## config.mk

```make
export PLATFORM = sky130hd
export DESIGN_NAME = mbinit_sb_tx_arbiter_flat
export DESIGN_NICKNAME = d
export VERILOG_FILES = /design/src/rtl/mbinit_sb_pkg.sv /design/src/rtl/mbinit_sb_tx_arbiter_if.sv /design/src/rtl/mbinit_sb_wdog.sv /design/src/rtl/mbinit_sb_tx_arbiter.sv /design/src/flat_wrapper.sv
export SDC_FILE = /design/constraint.sdc
export NUM_CORES = 1
export LEC_CHECK = 0
export ABC_AREA = 1
export BUFFER_PORTS_ARGS = -buffer_cell sky130_fd_sc_hd__buf_2
export CAP_MARGIN = 20
export CORE_MARGIN = 2
export CORE_UTILIZATION = 45
export CTS_CLUSTER_SIZE = 28
export DETAILED_ROUTE_END_ITERATION = 10
export PLACE_DENSITY = 0.67
export SLEW_MARGIN = 15
export SYNTH_ARGS = -nofsm -noshare
export SYNTH_HDL_FRONTEND = slang
export SYNTH_SLANG_ARGS = --single-unit
```

## constraint.sdc

```tcl
create_clock -name CLK -period 2.4 [get_ports CLK]
set_clock_uncertainty 0.1 [all_clocks]
set_input_delay 0.24 -clock CLK [delete_from_list [all_inputs] [get_ports CLK]]
set_output_delay 0.24 -clock CLK [all_outputs]
set_load 0.05 [all_outputs]
```

## src/rtl/mbinit_sb_pkg.sv

```systemverilog
// mbinit_sb_pkg: shared MBINIT sideband message codes, arbiter states and defaults
package mbinit_sb_pkg;
  typedef logic [3:0] sb_msg_t;
  localparam sb_msg_t MSG_CAL_DONE_REQ = 4'b0001;
  localparam sb_msg_t MSG_CAL_DONE_RESP = 4'b0010;
  localparam int DEF_TIMEOUT = 1023;
  typedef enum logic [1:0] {
    ST_IDLE,
    ST_ISSUE,
    ST_WAIT_FALL,
    ST_HOLDOFF
  } sb_state_e;
endpackage

```

## src/rtl/mbinit_sb_tx_arbiter_if.sv

```systemverilog
// mbinit_sb_tx_arbiter_if: requester, serializer and status signals of the sideband TX arbiter
interface mbinit_sb_tx_arbiter_if;
  import mbinit_sb_pkg::*;
  logic i_enable;
  logic i_req_valid_0;
  logic i_req_valid_1;
  sb_msg_t i_req_msg_0;
  sb_msg_t i_req_msg_1;
  logic i_sb_busy;
  logic o_sb_valid;
  sb_msg_t o_sb_msg;
  logic [1:0] o_grant;
  logic o_busy_0;
  logic o_busy_1;
  logic o_fall_0;
  logic o_fall_1;
  logic o_timeout;
  modport slave (
    input i_enable, i_req_valid_0, i_req_valid_1, i_req_msg_0, i_req_msg_1, i_sb_busy,
    output o_sb_valid, o_sb_msg, o_grant, o_busy_0, o_busy_1, o_fall_0, o_fall_1, o_timeout
  );
  modport master (
    output i_enable, i_req_valid_0, i_req_valid_1, i_req_msg_0, i_req_msg_1, i_sb_busy,
    input o_sb_valid, o_sb_msg, o_grant, o_busy_0, o_busy_1, o_fall_0, o_fall_1, o_timeout
  );
endinterface

```

## src/rtl/mbinit_sb_wdog.sv

```systemverilog
// mbinit_sb_wdog: saturating cycle counter that expires on the LIMIT-th cycle after a clear
module mbinit_sb_wdog #(
  parameter int LIMIT = 1
) (
  input  logic CLK,
  input  logic rst_n,
  input  logic clr,
  output logic expire
);
  localparam int W = $clog2(LIMIT + 1);
  logic [W-1:0] cnt;
  // count cycles since the last clear, holding at LIMIT
  always_ff @(posedge CLK or negedge rst_n)
    if (!rst_n) cnt <= '0;
    else if (clr) cnt <= '0;
    else if (cnt != W'(LIMIT)) cnt <= cnt + 1'b1;
  assign expire = cnt >= W'(LIMIT - 1);
endmodule

```

## src/rtl/mbinit_sb_tx_arbiter.sv

```systemverilog
// mbinit_sb_tx_arbiter: round-robin share of the MBINIT sideband TX path between two requesters
module mbinit_sb_tx_arbiter
  import mbinit_sb_pkg::*;
#(
  parameter int TIMEOUT = DEF_TIMEOUT,
  parameter int HOLDOFF_CYC = 2
) (
  input logic CLK,
  input logic rst_n,
  mbinit_sb_tx_arbiter_if.slave bus
);
  sb_state_e state, state_n;
  logic ptr, ptr_n, own, own_n, pick, any_req, clr, to_exp, ho_exp, tout_n, fall_n;
  sb_msg_t msg_n;
  assign any_req = bus.i_req_valid_0 | bus.i_req_valid_1;
  assign pick = (bus.i_req_valid_0 & bus.i_req_valid_1) ? ptr : bus.i_req_valid_1;
  assign clr = !bus.i_enable || (state_n != state);
  assign bus.o_busy_0 = bus.i_sb_busy | (state != ST_IDLE);
  assign bus.o_busy_1 = bus.i_sb_busy | (state != ST_IDLE);
  mbinit_sb_wdog #(.LIMIT(TIMEOUT)) u_wdog (.CLK(CLK), .rst_n(rst_n), .clr(clr), .expire(to_exp));
  mbinit_sb_wdog #(.LIMIT(HOLDOFF_CYC)) u_hold (.CLK(CLK), .rst_n(rst_n), .clr(clr), .expire(ho_exp));
  // next state, round-robin pick, message latch and watchdog abort
  always_comb begin
    state_n = state;
    ptr_n = ptr;
    own_n = own;
    msg_n = bus.o_sb_msg;
    fall_n = 1'b0;
    tout_n = bus.o_timeout;
    if (!bus.i_enable) begin
      state_n = ST_IDLE;
      ptr_n = 1'b0;
      tout_n = 1'b0;
    end else begin
      case (state)
        ST_IDLE: if (!bus.i_sb_busy && any_req) begin
          state_n = ST_ISSUE;
          own_n = pick;
          ptr_n = ~pick;
          msg_n = pick ? bus.i_req_msg_1 : bus.i_req_msg_0;
        end
        ST_ISSUE: if (bus.i_sb_busy) state_n = ST_WAIT_FALL;
        else if (to_exp) begin
          state_n = ST_HOLDOFF;
          tout_n = 1'b1;
        end
        ST_WAIT_FALL: if (!bus.i_sb_busy) begin
          state_n = ST_HOLDOFF;
          fall_n = 1'b1;
        end else if (to_exp) begin
          state_n = ST_HOLDOFF;
          tout_n = 1'b1;
        end
        default: if (ho_exp) state_n = ST_IDLE;
      endcase
    end
  end
  // state register and outputs registered from the next state
  always_ff @(posedge CLK or negedge rst_n)
    if (!rst_n) begin
      state <= ST_IDLE;
      ptr <= 1'b0;
      own <= 1'b0;
      bus.o_sb_msg <= '0;
      bus.o_sb_valid <= 1'b0;
      bus.o_grant <= 2'b00;
      bus.o_fall_0 <= 1'b0;
      bus.o_fall_1 <= 1'b0;
      bus.o_timeout <= 1'b0;
    end else begin
      state <= state_n;
      ptr <= ptr_n;
      own <= own_n;
      bus.o_sb_msg <= msg_n;
      bus.o_sb_valid <= state_n == ST_ISSUE;
      bus.o_grant <= (state_n == ST_ISSUE || state_n == ST_WAIT_FALL) ? (own_n ? 2'b10 : 2'b01) : 2'b00;
      bus.o_fall_0 <= fall_n & !own;
      bus.o_fall_1 <= fall_n & own;
      bus.o_timeout <= tout_n;
    end
endmodule

```

## src/flat_wrapper.sv

```systemverilog
// flat-port wrapper written by rule: the top's interface ports become plain ports
module mbinit_sb_tx_arbiter_flat import mbinit_sb_pkg::*;
#(
  parameter int TIMEOUT = DEF_TIMEOUT,
  parameter int HOLDOFF_CYC = 2
)
  (CLK, rst_n, bus_i_enable, bus_i_req_valid_0, bus_i_req_valid_1, bus_i_req_msg_0, bus_i_req_msg_1, bus_i_sb_busy, bus_o_sb_valid, bus_o_sb_msg, bus_o_grant, bus_o_busy_0, bus_o_busy_1, bus_o_fall_0, bus_o_fall_1, bus_o_timeout);
  mbinit_sb_tx_arbiter_if bus_i ();
  input logic CLK;
  input logic rst_n;
  input wire logic [$bits(bus_i.i_enable)-1:0] bus_i_enable;
  input wire logic [$bits(bus_i.i_req_valid_0)-1:0] bus_i_req_valid_0;
  input wire logic [$bits(bus_i.i_req_valid_1)-1:0] bus_i_req_valid_1;
  input wire logic [$bits(bus_i.i_req_msg_0)-1:0] bus_i_req_msg_0;
  input wire logic [$bits(bus_i.i_req_msg_1)-1:0] bus_i_req_msg_1;
  input wire logic [$bits(bus_i.i_sb_busy)-1:0] bus_i_sb_busy;
  output wire logic [$bits(bus_i.o_sb_valid)-1:0] bus_o_sb_valid;
  output wire logic [$bits(bus_i.o_sb_msg)-1:0] bus_o_sb_msg;
  output wire logic [$bits(bus_i.o_grant)-1:0] bus_o_grant;
  output wire logic [$bits(bus_i.o_busy_0)-1:0] bus_o_busy_0;
  output wire logic [$bits(bus_i.o_busy_1)-1:0] bus_o_busy_1;
  output wire logic [$bits(bus_i.o_fall_0)-1:0] bus_o_fall_0;
  output wire logic [$bits(bus_i.o_fall_1)-1:0] bus_o_fall_1;
  output wire logic [$bits(bus_i.o_timeout)-1:0] bus_o_timeout;
  assign bus_i.i_enable = bus_i_enable;
  assign bus_i.i_req_valid_0 = bus_i_req_valid_0;
  assign bus_i.i_req_valid_1 = bus_i_req_valid_1;
  assign bus_i.i_req_msg_0 = bus_i_req_msg_0;
  assign bus_i.i_req_msg_1 = bus_i_req_msg_1;
  assign bus_i.i_sb_busy = bus_i_sb_busy;
  assign bus_o_sb_valid = bus_i.o_sb_valid;
  assign bus_o_sb_msg = bus_i.o_sb_msg;
  assign bus_o_grant = bus_i.o_grant;
  assign bus_o_busy_0 = bus_i.o_busy_0;
  assign bus_o_busy_1 = bus_i.o_busy_1;
  assign bus_o_fall_0 = bus_i.o_fall_0;
  assign bus_o_fall_1 = bus_i.o_fall_1;
  assign bus_o_timeout = bus_i.o_timeout;
  mbinit_sb_tx_arbiter #(.TIMEOUT(TIMEOUT), .HOLDOFF_CYC(HOLDOFF_CYC)) u_core (.CLK(CLK), .rst_n(rst_n), .bus(bus_i));
endmodule
```

### Word level (Yosys, flattened, before mapping)

Cells that the tools add are included.

| storage, ports and cells | value |
|---|---|
| flip-flop bits (word level) | 26 |
| latch bits | 0 |
| memory bits (writable) | 0 |
| bits in read-only memories | 0 |
| input port bits | 14 |
| output and inout bits | 12 |
| logic and storage cells | 75 |
| memories | 0 |

| cells by class | value |
|---|---|
| add/subtract/negate cells | 2 |
| multipliers | 0 |
| div/mod/pow operators | 0 |
| magnitude comparators | 2 |
| equal/unequal tests | 12 |
| shifts and indexed selects | 0 |
| multiplexer cells | 29 |
| bitwise operators | 6 |
| reduce and logical (&&, ||, !) cells | 13 |

Operators with widths:

| kind | count |
|---|---|
| $mux 10 | 2 |
| $mux 2 | 10 |
| $mux 1 | 14 |
| $add 10x1->10 const B | 1 |
| $ge 10x10->1 const B | 1 |
| $ne 10x10->1 const B | 1 |
| $ne 3x3->1 const B | 2 |
| $pmux 2 s3 | 1 |
| $reduce_and 3->1 | 2 |
| $reduce_bool 2->1 | 3 |
| $eq 2x1->1 const B | 2 |
| $eq 2x2->1 const B | 2 |
| $mux 4 | 1 |
| $ne 2x1->1 const B | 2 |
| $and 1x1->1 | 3 |
| $logic_not 1->1 | 3 |
| $ne 3x1->1 const B | 1 |
| $add 2x1->2 const B | 1 |
| $ge 2x1->1 const B | 1 |
| $logic_not 2->1 | 1 |
| $logic_or 1x1->1 | 2 |
| $ne 2x2->1 | 1 |
| $ne 2x2->1 const B | 1 |
| $or 1x1->1 | 2 |
| other kinds (4) | 4 |

### Logic depth before layout (Yosys ltp)

| depth | value |
|---|---|
| depth after elaboration | 8 |
| mapped depth | 12 |
| depth with buffers taken out | 11 |

### Cells and area by module

Synthesis repeated with hierarchy kept, for this count alone.

| second synthesis, totals | value |
|---|---|
| cell total of the unflattened synthesis | 186 |
| area, all modules | 1451.4 µm² |

By module, submodules not included:

| module | times used | cells an instance | area an instance (µm²) | seq. area each (µm²) |
|---|---|---|---|---|
| mbinit_sb_tx_arbiter | 1 | 91 | 711.9 | 350.3 |
| mbinit_sb_wdog (u_core.u_wdog) | 1 | 80 | 618.1 | 250.2 |
| mbinit_sb_wdog (u_core.u_hold) | 1 | 15 | 121.4 | 50.0 |

### Least setup slack after synthesis

Ideal clock, no wire load.

| timing | value |
|---|---|
| path type | register to register |
| start point | reg u_core.u_wdog.cnt[0] |
| end point | reg u_core.bus.o_grant[1] |
| setup time | 72 ps |
| arrival | 1513 ps |
| data required time | 2228 ps |
| setup slack | 715 ps |
| cell stages (with the launch flop) | 11 |
| path buffers | 0 |
| period minus slack after synthesis | 1685 ps |
| path through | dfrtp_1 inv_1 ha_1 nor2_1 nor2_1 nand4_1 nand2_1 nand2_1 a21boi_0 ha_1 nor2_1 |

| on the way | value |
|---|---|
| longest elaborated chain between the ends | 8 |
| elaborated cells between the ends (all ways) | 10 |
| those cells by class | order compare (1); eq/ne (2); mux (6); reduce/logical (1) |

Ends and longest elaborated chain:

| element | RTL line | text |
|---|---|---|
| start: declaration | mbinit_sb_wdog.sv:11 | `logic [W-1:0] cnt;` |
| start signal: assignment | mbinit_sb_wdog.sv:16 | `else if (cnt != W'(LIMIT)) cnt <= cnt + 1'b1;` |
| $ge 10x10->1 * | mbinit_sb_wdog.sv:17 | `assign expire = cnt >= W'(LIMIT - 1);` |
| $mux 2 * | mbinit_sb_tx_arbiter.sv:43, mbinit_sb_tx_arbiter.sv:50 |  |
| $mux 2 (on tied branches) | mbinit_sb_tx_arbiter.sv:47, mbinit_sb_tx_arbiter.sv:42 |  |
| $pmux 2 s3 * | mbinit_sb_tx_arbiter.sv:35 | `case (state)` |
| $mux 2 * | mbinit_sb_tx_arbiter.sv:30 | `if (!bus.i_enable) begin` |
| net u_core.state_n[0] | mbinit_sb_tx_arbiter.sv:12 | `sb_state_e state, state_n;` |
| $eq 2x1->1 or $eq 2x2->1 (tied branches) | mbinit_sb_tx_arbiter.sv:76 | `bus.o_grant <= (state_n == ST_ISSUE \|\| state_n == ST_WAIT_FALL) ? (own_n ? 2'b10 : 2'b01) : 2'b00;` |
| $logic_or 1x1->1 * | mbinit_sb_tx_arbiter.sv:76 |  |
| $mux 2 * | mbinit_sb_tx_arbiter.sv:76 |  |
| end signal: assignment | mbinit_sb_tx_arbiter.sv:76 |  |
| end: declaration | mbinit_sb_tx_arbiter_if.sv:20 | `output o_sb_valid, o_sb_msg, o_grant, o_busy_0, o_busy_1, o_fall_0, o_fall_1, o_timeout` |

The timed path passes the listed nets; every way through them passes the cells marked *.
A chain may end at the register's enable or synchronous reset.

### Final worst setup path

Ends and elaborated chain as after synthesis.

==> results by stage <==
Timing:
- The tightest slew margin relative to the limit is 0.618.
- The time the worst path needs with I/O delays and setup is 1.87 ns.
- Hold timing on the final database bottoms out at a slack of 0.0162 ns.
- The final-layout setup total negative slack is 0 ns.
- The final count of negative-setup-slack endpoints is 0.
- The final hold violation count is 0.
- The final cycle utilization of the critical path is 0.777.
- The achievable clock frequency is 536 MHz.
- The final number of max-transition violations was 0.
- At the pin with the least slew margin, the transition time is 0.574 ns.
- Setup repair after global routing left no endpoint under its margin.

Place:
- The number of cells after detailed placement is 222.
- Input and output buffers added on the ports amount to 25.
- Detailed placement ended at an HPWL of 2.10 mm.
- The congestion estimate from routability-driven global placement came to 0.819.
- Summing all placed instances gives a cell area of 1500 sq um.

Yosys:
- The commonest cells after synthesis are 28 x sky130_fd_sc_hd__nand2_1, 27 x sky130_fd_sc_hd__inv_1, 26 x sky130_fd_sc_hd__dfrtp_1, 26 x sky130_fd_sc_hd__nor2_1, 14 x sky130_fd_sc_hd__nand3_1.
- The share of the Yosys chip area taken by registers is 0.479.
- For this run, the leading register cell type out of synthesis is sky130_fd_sc_hd__dfrtp_1.
- For this run, asynchronously set or reset flops after synthesis account for 1.00.
- The area share of the largest cell type after synthesis is 0.479.
- The combined area of all synthesized cells is 1360 sq um.
- By area the synthesized netlist is led by sky130_fd_sc_hd__dfrtp_1 48%, sky130_fd_sc_hd__nand2_1 7.7%, sky130_fd_sc_hd__inv_1 7.5%.
- In the synthesized netlist, the number of instances is 168.
- The number of enable-type register cells in the synthesized netlist is 0.
- Yosys instantiated no cell more often than sky130_fd_sc_hd__nand2_1.
- The post-synthesis net count is 187.
- The Yosys step of the flow raised 0 warnings.
- The synthesized area per cell is 8.08 sq um.
- The number of different library cells used by synthesis comes to 21.
- The synthesized flop and latch total is 26.
- sky130_fd_sc_hd__dfrtp_1 takes more of the synthesized area than any other cell.

Routing:
- Once detail routing completed, the nets flagged for antenna violations numbered 0.
- The first-iteration detailed-routing DRC count is 43.
- The first-pass iteration count of the detailed router is 4.
- The routed length per instance is 11.7 microns.
- The routed design has 2.67 mm of wire.
- In the routed layout, each cell is associated on average with a via count of 5.09.
- The detailed-route DRC error count is 0.
- Across all layers, the routed design uses 1,160 vias.

Setup path:
- The cell type with the highest occurrence count on the critical path is sky130_fd_sc_hd__nor2_1.
- The startpoint of the worst setup timing path is u_core.u_wdog.cnt[0].
- At the worst endpoint, the required time is 2.56 ns.
- On the critical path, the stage with the largest delay is an instance of sky130_fd_sc_hd__dfrtp_1.
- The launch instance of the worst register-to-register path is u_core.u_wdog.cnt[0].
- The signal on the critical path passes through inv_1, ha_1, nor2_1, nor2_1, nand4_1, nand2_1, nand2_1, a21boi_0, ha_1, nor2_1.
- The start-to-end type of the worst setup path is register to register.
- The worst setup path is launched from a register.
- In this design, the stage delay of the slowest critical-path cell is 0.43 ns.
- Of all nets on the critical path, the largest fanout is 3.
- Counting both buffers and inverters, the worst setup path holds a total of 1.
- The top cell family by delay on the critical path is simple AND/OR/NAND/NOR gates.
- The critical path arrival is 2.03 ns.
- The capturing element type of the critical path is a register.

Run status:
- The flow ran to the end, and the final reports show no timing, DRC or antenna violations.

Global routing:
- The overall routing resource usage is 0.168.
- The pin count of the biggest net entering global routing is 27.
- The number of global-route vias before repair is 1,124.
- The initial antenna violation count came to 0.
- The global-route wire length before repair is 4.53 mm.
- The remaining global-route overflow is 0.

Clock tree:
- The worst-skew pair later-pin latency is 0.32 ns.
- The number of setup buffers added after CTS is 0.
- Once the clock tree was built, the resizer swapped 0 gates to a different size.
- The root buffer cell is sky130_fd_sc_hd__clkbuf_4.
- After clock tree synthesis, the clock-pin slew on the worst setup and hold paths is 0.14 ns.
- The clock sink count is 26.
- TritonCTS created 3 clock buffers.
- In this run the deepest clock path goes through 2 buffers.
- The CTS tree is yes.
- The number of hold-repair buffers added at the cts stage is 2.
- CTS built an H-tree with a depth of 1.

Final layout:
- In the final layout, the share of cells above drive strength 1 is 0.223.
- Excluding fillers, the count of instances in the completed layout stands at 228.
- The layout-stage area growth over the synthesis result is 16.0%.
- The final instance area is 1580 sq um.
- The number of antenna repair diodes is 0.
- At the end of the flow, the number of nets in the layout was 217.

Pwr:
- Summing internal, switching and leakage power gives 1.06 mW.
- The leakage component of the power is 0.819 nW.
- VDD sags by at most 0.431 mV.
- For this design the ratio of total power to cell area is 675 nW/um^2.

Floorplan:
- The I/O pin count is 26.
- The die covers 3470 sq um.
- The y dimension of the die is 58.9 microns.
- In this run the core area contains 19 standard-cell rows.
- The initial utilization of the core area, before any placement, comes to 0.484.
- The floorplan step set the die width to 58.9 microns.
- The area of the core is 2810 sq um.

Hold path:
- The startpoint identified for the worst hold timing path is bus_i_req_msg_1[0].
- The type of the tightest min-delay check is input port to register.

Job:
- The number of violations of the max-capacitance limit is 0.
path summary, 6_finish.rpt:
| check | end | slack, ns | cells past startpoint |
|---|---|---|---|
| min reg2reg | u_core.bus.o_fall_0 | 0.37 | 1 |
| max | u_core.bus.o_grant[1] | 0.53 | 10 |
| max in group asynchronous | u_core.state[0] | 1.50 | 2 |
| min | u_core.bus.o_sb_msg[0] | 0.02 | 3 |
| min in group asynchronous | u_core.u_wdog.cnt[2] | 0.33 | 2 |
| max reg2reg | u_core.bus.o_grant[1] | 0.53 | 10 |
through the flow:
stage,setup slack (ns),utilization
2_1_floorplan,0.715,-
3_3_place_gp,0.625,0.536
3_5_place_dp,0.533,0.536
4_1_cts,0.504,0.562
5_1_grt,0.336,0.562
6_report,0.535,0.562
worst min-delay path: stages:
cell	delay, ns
sky130_fd_sc_hd__buf_2	0.07
sky130_fd_sc_hd__nand2_1	0.04
sky130_fd_sc_hd__nand3_1	0.06
cells in the final DEF (no fill, tap or decap), types with 5 or more instances in the layout:
master / n
sky130_fd_sc_hd__nand2_2: 5
sky130_fd_sc_hd__ha_1: 5
sky130_fd_sc_hd__nor2_2: 5
sky130_fd_sc_hd__o21ai_0: 10
sky130_fd_sc_hd__nand3_1: 14
sky130_fd_sc_hd__nand4_1: 5
sky130_fd_sc_hd__inv_1: 27
sky130_fd_sc_hd__buf_2: 25
sky130_fd_sc_hd__nor2_1: 26
sky130_fd_sc_hd__nand2_1: 28
sky130_fd_sc_hd__dfrtp_1: 26
final cells by class:
type	count	area [sq um]
Fill cell	278	1230
Sequential cell	26	651
Multi-Input combinational cell	111	578
Timing Repair Buffer	27	145
Inverter	29	110
Tap cell	31	38.8
Clock inverter	1	30.0
Clock buffer	3	22.5
flip-flops by register name (all words and copies together), names as in the netlist, 2 cells and up:
register / flops
u_core.u_wdog.cnt: 10
u_core.bus.o_sb_msg: 4
u_core.bus.o_grant: 2
u_core.state: 2
u_core.u_hold.cnt: 2
report_power, final:
group | internal [mW] | total [mW] | switching [mW]
Combinational | 0.0691 | 0.261 | 0.192
Sequential | 0.478 | 0.502 | 0.0244
Clock | 0.169 | 0.301 | 0.132
logic make-up (layout without fill, tap and decap cells):
kind of cell / after synthesis / in the layout / synth area share
simple gates: 88 / 88 / 0.300
buf+inv: 31 / 60 / 0.0949
flops: 26 / 26 / 0.479
compound gates: 15 / 15 / 0.0599
fa+ha+maj: 5 / 5 / 0.0461
xor+xnor: 3 / 3 / 0.0194
per-layer routing:
metal / vias to the layer above / routed length [microns] / GRT usage
li1: 586 / - / -
met1: 551 / 1180 / 0.217
met2: 21 / 1390 / 0.292
met3: 2 / 76 / 0.0198
met4: 0 / 19 / 0.0519
met5: - / 0 / 0
(Power assumes the default switching activity.)
